$ cat config.mk
export PLATFORM = sky130hd
export DESIGN_NAME = fib_sum_core
export DESIGN_NICKNAME = d
export VERILOG_FILES = /design/src/rtl/fib_sum_core.sv
export SDC_FILE = /design/constraint.sdc
export NUM_CORES = 1
export LEC_CHECK = 0
export CORE_MARGIN = 3
export CORE_UTILIZATION = 45
export DETAILED_ROUTE_END_ITERATION = 8
export GPL_TIMING_DRIVEN = 0
export PLACE_DENSITY = 0.7
export SLEW_MARGIN = 20
export SYNTH_ARGS = -nofsm -noshare
export SYNTH_HDL_FRONTEND = slang
export SYNTH_SLANG_ARGS = --single-unit
$ cat constraint.sdc
create_clock -name clk -period 14.6 [get_ports clk]
set_input_delay 2.92 -clock clk [delete_from_list [all_inputs] [get_ports clk]]
set_output_delay 2.92 -clock clk [all_outputs]
set_load 0.02 [all_outputs]
$ cat src/rtl/fib_sum_core.sv
// rtl/fib_sum_core.sv - Fibonacci filter-accumulator with start/busy/done handshake
// Sums Fibonacci terms up to a latched limit that pass an all/even/odd/div-by-3 filter.
module fib_sum_core #(
    parameter int          WIDTH     = 32,
    parameter int          CNTW      = 8,
    parameter int          AUTOSTART = 0,
    parameter int unsigned DEF_LIMIT = 4000000,
    parameter int unsigned DEF_MODE  = 1
) (
    input  logic             clk,
    input  logic             reset,
    input  logic             start,
    input  logic [WIDTH-1:0] limit,
    input  logic [1:0]       mode,
    output logic             busy,
    output logic             isEnd,
    output logic [WIDTH-1:0] sum,
    output logic [CNTW-1:0]  count,
    output logic             overflow
);

    // Two guard bits keep the term pair from wrapping before a > limit is seen.
    localparam int TW = WIDTH + 2;

    localparam logic [WIDTH-1:0] AUTO_LIMIT = WIDTH'(DEF_LIMIT);
    localparam logic [1:0]       AUTO_MODE  = 2'(DEF_MODE);
    localparam logic             AUTO_EN    = (AUTOSTART != 0);

    typedef enum logic [1:0] {
        S_IDLE = 2'd0,
        S_RUN  = 2'd1,
        S_DONE = 2'd2
    } state_t;

    state_t           state, state_n;
    logic [TW-1:0]    a, a_n;
    logic [TW-1:0]    b, b_n;
    logic [1:0]       ra, ra_n;
    logic [1:0]       rb, rb_n;
    logic [WIDTH-1:0] lim, lim_n;
    logic [1:0]       md, md_n;
    logic [WIDTH-1:0] sum_n;
    logic [CNTW-1:0]  count_n;
    logic             overflow_n;
    logic             busy_n;
    logic             end_n;
    logic             auto_pend, auto_pend_n;

    logic             launch;
    logic             past_limit;
    logic             pass;
    logic [WIDTH:0]   add;
    logic [2:0]       rsum;
    logic [1:0]       rmod;

    always_comb begin
        launch     = (state == S_IDLE || state == S_DONE) && (start || auto_pend);
        past_limit = a > {2'b00, lim};
        add        = {1'b0, sum} + {1'b0, a[WIDTH-1:0]};
        rsum       = {1'b0, ra} + {1'b0, rb};
        rmod       = (rsum >= 3'd3) ? 2'(rsum - 3'd3) : rsum[1:0];
        case (md)
            2'd0:    pass = 1'b1;
            2'd1:    pass = ~a[0];
            2'd2:    pass = a[0];
            default: pass = (ra == 2'd0);
        endcase
    end

    always_comb begin
        state_n     = state;
        a_n         = a;
        b_n         = b;
        ra_n        = ra;
        rb_n        = rb;
        lim_n       = lim;
        md_n        = md;
        sum_n       = sum;
        count_n     = count;
        overflow_n  = overflow;
        busy_n      = busy;
        end_n       = isEnd;
        auto_pend_n = 1'b0;

        case (state)
            S_IDLE, S_DONE: begin
                if (launch) begin
                    lim_n      = auto_pend ? AUTO_LIMIT : limit;
                    md_n       = auto_pend ? AUTO_MODE  : mode;
                    a_n        = TW'(1);
                    b_n        = TW'(2);
                    ra_n       = 2'd1;
                    rb_n       = 2'd2;
                    sum_n      = '0;
                    count_n    = '0;
                    overflow_n = 1'b0;
                    busy_n     = 1'b1;
                    end_n      = 1'b0;
                    state_n    = S_RUN;
                end
            end
            S_RUN: begin
                if (past_limit) begin
                    state_n = S_DONE;
                    busy_n  = 1'b0;
                    end_n   = 1'b1;
                end else begin
                    if (pass) begin
                        if (add[WIDTH]) begin
                            // Saturate and stop; the overflowing term is not counted.
                            sum_n      = '1;
                            overflow_n = 1'b1;
                            state_n    = S_DONE;
                            busy_n     = 1'b0;
                            end_n      = 1'b1;
                        end else begin
                            sum_n   = add[WIDTH-1:0];
                            count_n = count + CNTW'(1);
                        end
                    end
                    a_n  = b;
                    b_n  = a + b;
                    ra_n = rb;
                    rb_n = rmod;
                end
            end
            default: begin
                state_n = S_IDLE;
                busy_n  = 1'b0;
                end_n   = 1'b0;
            end
        endcase
    end

    always_ff @(posedge clk or posedge reset) begin
        if (reset) begin
            state     <= S_IDLE;
            a         <= '0;
            b         <= '0;
            ra        <= '0;
            rb        <= '0;
            lim       <= '0;
            md        <= '0;
            sum       <= '0;
            count     <= '0;
            overflow  <= 1'b0;
            busy      <= 1'b0;
            isEnd     <= 1'b0;
            auto_pend <= AUTO_EN;
        end else begin
            state     <= state_n;
            a         <= a_n;
            b         <= b_n;
            ra        <= ra_n;
            rb        <= rb_n;
            lim       <= lim_n;
            md        <= md_n;
            sum       <= sum_n;
            count     <= count_n;
            overflow  <= overflow_n;
            busy      <= busy_n;
            isEnd     <= end_n;
            auto_pend <= auto_pend_n;
        end
    end

endmodule

==> reports/results.ini, run 1 <==
[floorplan]
initial_core_util = 0.466
dieArea_um2 = 24000
fp.dieW_um = 155
pin_count = 80
die_h_um = 155
core_area_um2 = 21400
rows = 53

[pwr]
powerDensity_nw_per_um2 = 201
p_leak_nw = 5.58
fin_total_pwr_mw = 2.37
peakVddDrop_mv = 0.0882

[cells_and_area]
multiInputGateArea_um2 = 5850
n_antenna_cell = 0
drive_above_1_share = 0.0397
stdcell_count = 1560
fin_nets = 1413
ff_latch_area_um2 = 3750
design_area_um2 = 11800
utilization = 0.549
fill_cells = 1944
area_delta_synth_final_pct = 17.9

[setup_path]
cpPeakStageDelay_ns = 0.58
r2r_cells = 9
cp_slowest_cell = clkdlybuf4s50_1
rrSetupSlack_ns = 10.80
regToRegStartpoint = a[5]
critPathArrivalTime_ns = 5.28
cp-end-kind = register
cp_max_fo = 10
path_class = input port to register
cp_common_cell = clkbuf_1
crit_buf_inv = 4
crit_path_start_kind = input port
crit_path_cell_trace = clkdlybuf4s50_1 -> nor2b_1 -> clkbuf_1 -> clkbuf_1 -> clkbuf_1 -> nand2_1 -> o21ai_0
required_ns = 14.95
critPathTopFamily = buffers and inverters
rr_endpoint = b[2]

[timing]
fmax_mhz = 203
setup_ws_ns = 9.67
setup_tns_ns = 0
hold_viol = 0
hold_slack_ns = 0.493
maxSlewViolCount = 0
fin_skew_ns = 0.0102
min_period_ns = 4.93
finalCritPeriodShare = 0.338
rsz0062_at_grt = false
finalSetupViolCount = 0
worstMarginPinSlew_ns = 0.905
relSlewSlack = 0.397

[placed_design]
place.gp.congestion = 0.910
dp_cells = 1529
dpl-instance-area_um2 = 11200
dpl.hpwl_um = 21200
dpl_worst_slack_ns = 9.25
port_buffers = 79

[hold_path]
hold_path_depth = 1
hold_path.class = register to register
holdPathEnd = count[7]
hp-start = count[7]

[clock_tree]
ctsHoldBuffers = 0
post_cts_buffers = 0
clk_latency_ns = 0.44
clk_pin_slew_ns = 0.06
ctsHtreeMaxLevel = 4
clk_path_buf_depth = 2
cts_tree = done
cts_root_buf = clkbuf_16
cts_buffers = 17
cts_sinks = 150
ctsResizeCount = 0

[global_route]
grt.total_usage = 0.233
grt_max_degree = 97
grt_antenna_before_repair = 0
grt_pass1_wl_um = 45000
grt_pass1_vias = 8789
grt_overflow_total = 0

[status]
status = finished clean

[synthesis]
netlist_top_cells_area = dfrtp_1 38%, ha_1 13%, nand2_1 8.0%, o21ai_0 7.9%, a21oi_1 3.5%
ys_types = 64
syn_area_um2 = 9980
synth-simple-area-share = 0.184
synth_top_family_by_area = compound AO/OA/AOI/OAI gates
ys_seq_area_frac = 0.376
synth_compound_area_frac = 0.223
synth_fa_ha_area_frac = 0.131
yosysWarnings = 0
synth_nets = 1314
async_reset_ff_frac = 1.00
syn_inst = 1174
synth.area.mux_share = 0.00100
synth-seq-cells = 150
avgSynthCellArea_um2 = 8.50
synthDominantCellAreaShare = 0.376
synth_xor_area_frac = 0.0465
synth_edf_count = 0
synth_top_area_cell = dfrtp_1
ys.flop_type = dfrtp_1

[route]
drcViolationCount = 0
wl_per_cell_um = 18.0
drtPass1Iterations = 5
ant_nets = 0
finalWirelength_um = 28100
viasPerCell = 5.79
drt_iter0_drc = 653
vias = 9035

[job]
max_cap_violations = 0

-- cells in the final DEF (no fill, tap or decap), drive strengths merged, types with 4 or more instances in the layout --
master and instances:
nor2b 10, a211oi 14, o22ai 5, o21bai 7
xor2 20, o21ai 168, nand3 56, a21oi 70
nor3 13, and2 5, inv 54, o211ai 13
nand4 18, o31ai 7, and3 7, ha 100
clkbuf 57, or3 4, nor2 49, xnor2 33
o21a 9, buf 9, a21o 31, nand2 214
dfrtp 150, nand2b 12, a31oi 9, bufinv 4
clkdlybuf4s50 79, a41oi 4
-- kinds of logic after synthesis --
group | after synthesis
flip-flops | 150
buffers and inverters | 97
adder cells (fa/ha/maj) | 103
multiplexers | 1
XOR/XNOR | 53
AO/OA/AOI/OAI | 368
AND/OR/NAND/NOR | 402
-- worst max path at each step --
stage                  end  start  depth (start not counted)
global route        lim[1]  start                          7
finish              lim[1]  start                          7
global placement     a[29]  reset                          2
CTS                 lim[1]  start                          7
floorplan             a[0]  reset                          1
detailed placement  lim[1]  start                          7
-- worst reg2reg max path, stage by stage, from the launching register on --
cell and delay [ns]:
dfrtp_1 0.48, ha_1 0.36, nand4_1 0.12, nor4_1 0.59, a221oi_1 0.23, o31ai_1 0.19
a21oi_1 0.18, o21ai_1 0.68, clkbuf_1 0.59, o21ai_0 0.22
-- state kept, by name, indices dropped and copies added, names as in the netlist --
name	count
overflow	1
rb	2
lim	32
count	8
busy	1
ra	2
a	34
md	2
b	34
state	1
sum	32
isEnd	1
-- area by class of cell --
class | count | share of cell area
multi-input combinational | 927 | 0.497
sequential | 150 | 0.319
timing repair buffer | 80 | 0.0695
clock buffer | 22 | 0.0394
tap | 275 | 0.0292
inverter | 54 | 0.0179
buffer | 43 | 0.0150
clock inverter | 9 | 0.0128
-- synthesized netlist by cell type, drive strengths merged (4+ instances only) --
cell type	n
a211oi	14
a21o	31
a21oi	70
a31oi	9
a41oi	4
and2	5
and3	7
buf	8
clkbuf	35
dfrtp	150
ha	100
inv	54
nand2	214
nand2b	12
nand3	56
nand4	18
nor2	49
nor2b	10
nor3	13
o211ai	13
o21a	9
o21ai	168
o21bai	7
o22ai	5
o31ai	7
or3	4
xnor2	33
xor2	20
-- power by group --
group / switching [mW] / internal [mW]
registers: 0.150 / 0.566
logic: 0.748 / 0.434
clock network: 0.179 / 0.293
total: 1.08 / 1.29
-- layer usage --
metal  wire (um)  part of all wire  track usage  vias up
met2       13400              0.48        0.393      230
met5           0                 0            0        -
met3        1660             0.059       0.0395       41
met4         488             0.017       0.0681        0
met1       12500              0.44        0.310     4362
li1            -                 -            -     4402
Power figures use the tool's default switching activity.
==> inputs of run 2 (changes only) <==
- PLACE_DENSITY: 0.7 -> 0.73
- clock period: 14.6 -> 4.51 ns (I/O delays scaled with it)
==> run 2 against run 1 <==
  * Die area unchanged
  * Clock-buffer cell count down 5
  * Non-clock buffer count up 3
  * First-iteration DRC count up 9.2%
  * Routed wire length up 0.34%
  * Utilization up 0.30 points
  * Sequential power rose to 3.2 times the previous value
  * Power rose to 3.2 times the previous value
  * Critical path type is now register to register
==> reports/results.ini, run 2 (synthesized netlist as in run 1, its figures left out) <==
[status]
status = finished clean

[timing]
min_period_ns = 3.86
fin_skew_ns = 0.00754
rsz0062_at_grt = false
fmax_mhz = 259
relSlewSlack = 0.425
finalSetupViolCount = 0
hold_viol = 0
setup_tns_ns = 0
finalCritPeriodShare = 0.856
worstMarginPinSlew_ns = 0.862
maxSlewViolCount = 0

[setup_path]
cpPeakStageDelay_ns = 0.64
r2r_cells = 9
cp_slowest_cell = o21ai_1
path_class = register to register
cp-end-kind = register
rrSetupSlack_ns = 0.65
required_ns = 4.77
critPathArrivalTime_ns = 4.12
crit_path_start_kind = register
regToRegStartpoint = a[9]
crit_path_cell_trace = ha_1 -> nand4_1 -> nor4_1 -> a221oi_1 -> o31ai_1 -> a21oi_1 -> o21ai_1 -> clkbuf_1 -> o221ai_1
cp_max_fo = 10
rr_endpoint = state[0]

[hold_path]
hp-start = count[7]
hold_path.class = register to register
hold_path_depth = 1
holdPathEnd = count[7]

[global_route]
grt_overflow_total = 0
grt_antenna_before_repair = 0
grt.total_usage = 0.236
grt_pass1_vias = 8812
grt_pass1_wl_um = 45500
grt_max_degree = 34

[pwr]
p_sw_mw = 3.53
powerDensity_nw_per_um2 = 651
combPwrFrac = 0.500
fin_total_pwr_mw = 7.71
clkPwrFrac = 0.200
switching_share = 0.458
power.internal_mw = 4.18
p_leak_nw = 5.59
peakVddDrop_mv = 0.319
seqPwrFrac = 0.300

[cells_and_area]
fill_cells = 1916
area_delta_synth_final_pct = 18.5
layout_common_cells = 212 x nand2_1, 158 x o21ai_0, 150 x dfrtp_1
mostFrequentLayoutCell = nand2_1
n_antenna_cell = 0
fin_nets = 1416
top_regs = a (34), b (34)
drive_above_1_share = 0.0450

[route]
wl_per_cell_um = 18.0
finalWirelength_um = 28200
drcViolationCount = 0
drt_iter0_drc = 713
drtPass1Iterations = 5
viasPerCell = 5.84
ant_nets = 0
vias = 9128

[floorplan]
pin_count = 80
core_area_um2 = 21400
dieArea_um2 = 24000
rows = 53
initial_core_util = 0.466
die_h_um = 155
fp.dieW_um = 155

[placed_design]
place.gp.congestion = 0.926
port_buffers = 79
dpl.hpwl_um = 21400

[clock_tree]
ctsHoldBuffers = 0
cts_tree = done
clk_path_buf_depth = 2
cts_sinks = 150
cts_root_buf = clkbuf_16
ctsHtreeMaxLevel = 4
post_cts_buffers = 0
clk_pin_slew_ns = 0.06
cts_buffers = 17
ctsResizeCount = 0
clk_latency_ns = 0.44

[job]
max_cap_violations = 0

-- run 2: cell types whose count changed in the layout (fill, tap and decap cells not counted) --
cell,previous run,this run
buf_12,0,4
buf_16,1,0
clkbuf_1,38,35
clkbuf_8,2,0
clkinv_2,3,1
clkinv_4,0,3
clkinvlp_4,2,7
inv_6,0,1
inv_8,1,0
-- run 2: power by group through the flow --
stage                     combinational, mW  sequential, mW  clock (mW)
final                                  3.85            2.31        1.54
after CTS                              3.84            2.30        1.56
after global routing                   4.33            2.37        1.62
after global placement                 3.70            2.30           0
after detailed placement               3.81            2.32           0
after floorplan                        2.60            2.26           0
-- run 2: how the worst max path moves through the flow --
stage | slack (ns) | cells past startpoint | startpoint | endpoint
final | 0.65 | 9 | a[9] | state[0]
after global routing | 0.50 | 11 | a[11] | sum[6]
after CTS | 0.73 | 9 | a[3] | b[31]
after detailed placement | 0.77 | 9 | a[3] | state[0]
after global placement | 0.33 | 2 | reset | a[5]
after floorplan | 1.54 | 11 | sum[11] | sum[15]
-- run 2: worst max-delay path, delay by kind of cell, from the launching register on --
| family | cells | cell delay [ns] |
|---|---|---|
| AND/OR/NAND/NOR | 2 | 0.75 |
| flip-flops | 1 | 0.48 |
| buffers and inverters | 1 | 0.60 |
| adder cells (fa/ha/maj) | 1 | 0.38 |
| AO/OA/AOI/OAI | 5 | 1.47 |
-- run 2: stage by stage --
step | hold slack [ns] | instance area (um^2) | worst slack, ns | instances | utilization
after global placement | 0.471 | 11100 | 0.332 | 1528 | 0.519
after detailed placement | 0.475 | 11200 | 0.770 | 1532 | 0.523
after CTS | 0.485 | 11800 | 0.731 | 1564 | 0.552
final | 0.483 | 11800 | 0.650 | 1564 | 0.552
after floorplan | 0.450 | 9990 | 1.54 | 1174 | -
after global routing | 0.493 | 11800 | 0.497 | 1564 | 0.552
-- run 2: routing by layer --
| metal | wire, um | vias up | global-route usage |
|---|---|---|---|
| met5 | 0 | - | 0 |
| met4 | 594 | 0 | 0.0761 |
| met3 | 1780 | 38 | 0.0389 |
| met2 | 13500 | 270 | 0.391 |
| met1 | 12300 | 4406 | 0.316 |
| li1 | - | 4414 | - |
-- run 2: area by class of cell --
cell class | count | area (um^2) | share of cell area
repair buffers | 83 | 871 | 0.0736
well taps | 275 | 344 | 0.0291
plain buffers | 43 | 176 | 0.0149
multi-input cells | 927 | 5850 | 0.495
clock buffers | 17 | 425 | 0.0359
flip-flops and latches | 150 | 3750 | 0.317
inverters | 54 | 206 | 0.0174
clock inverters | 15 | 205 | 0.0173
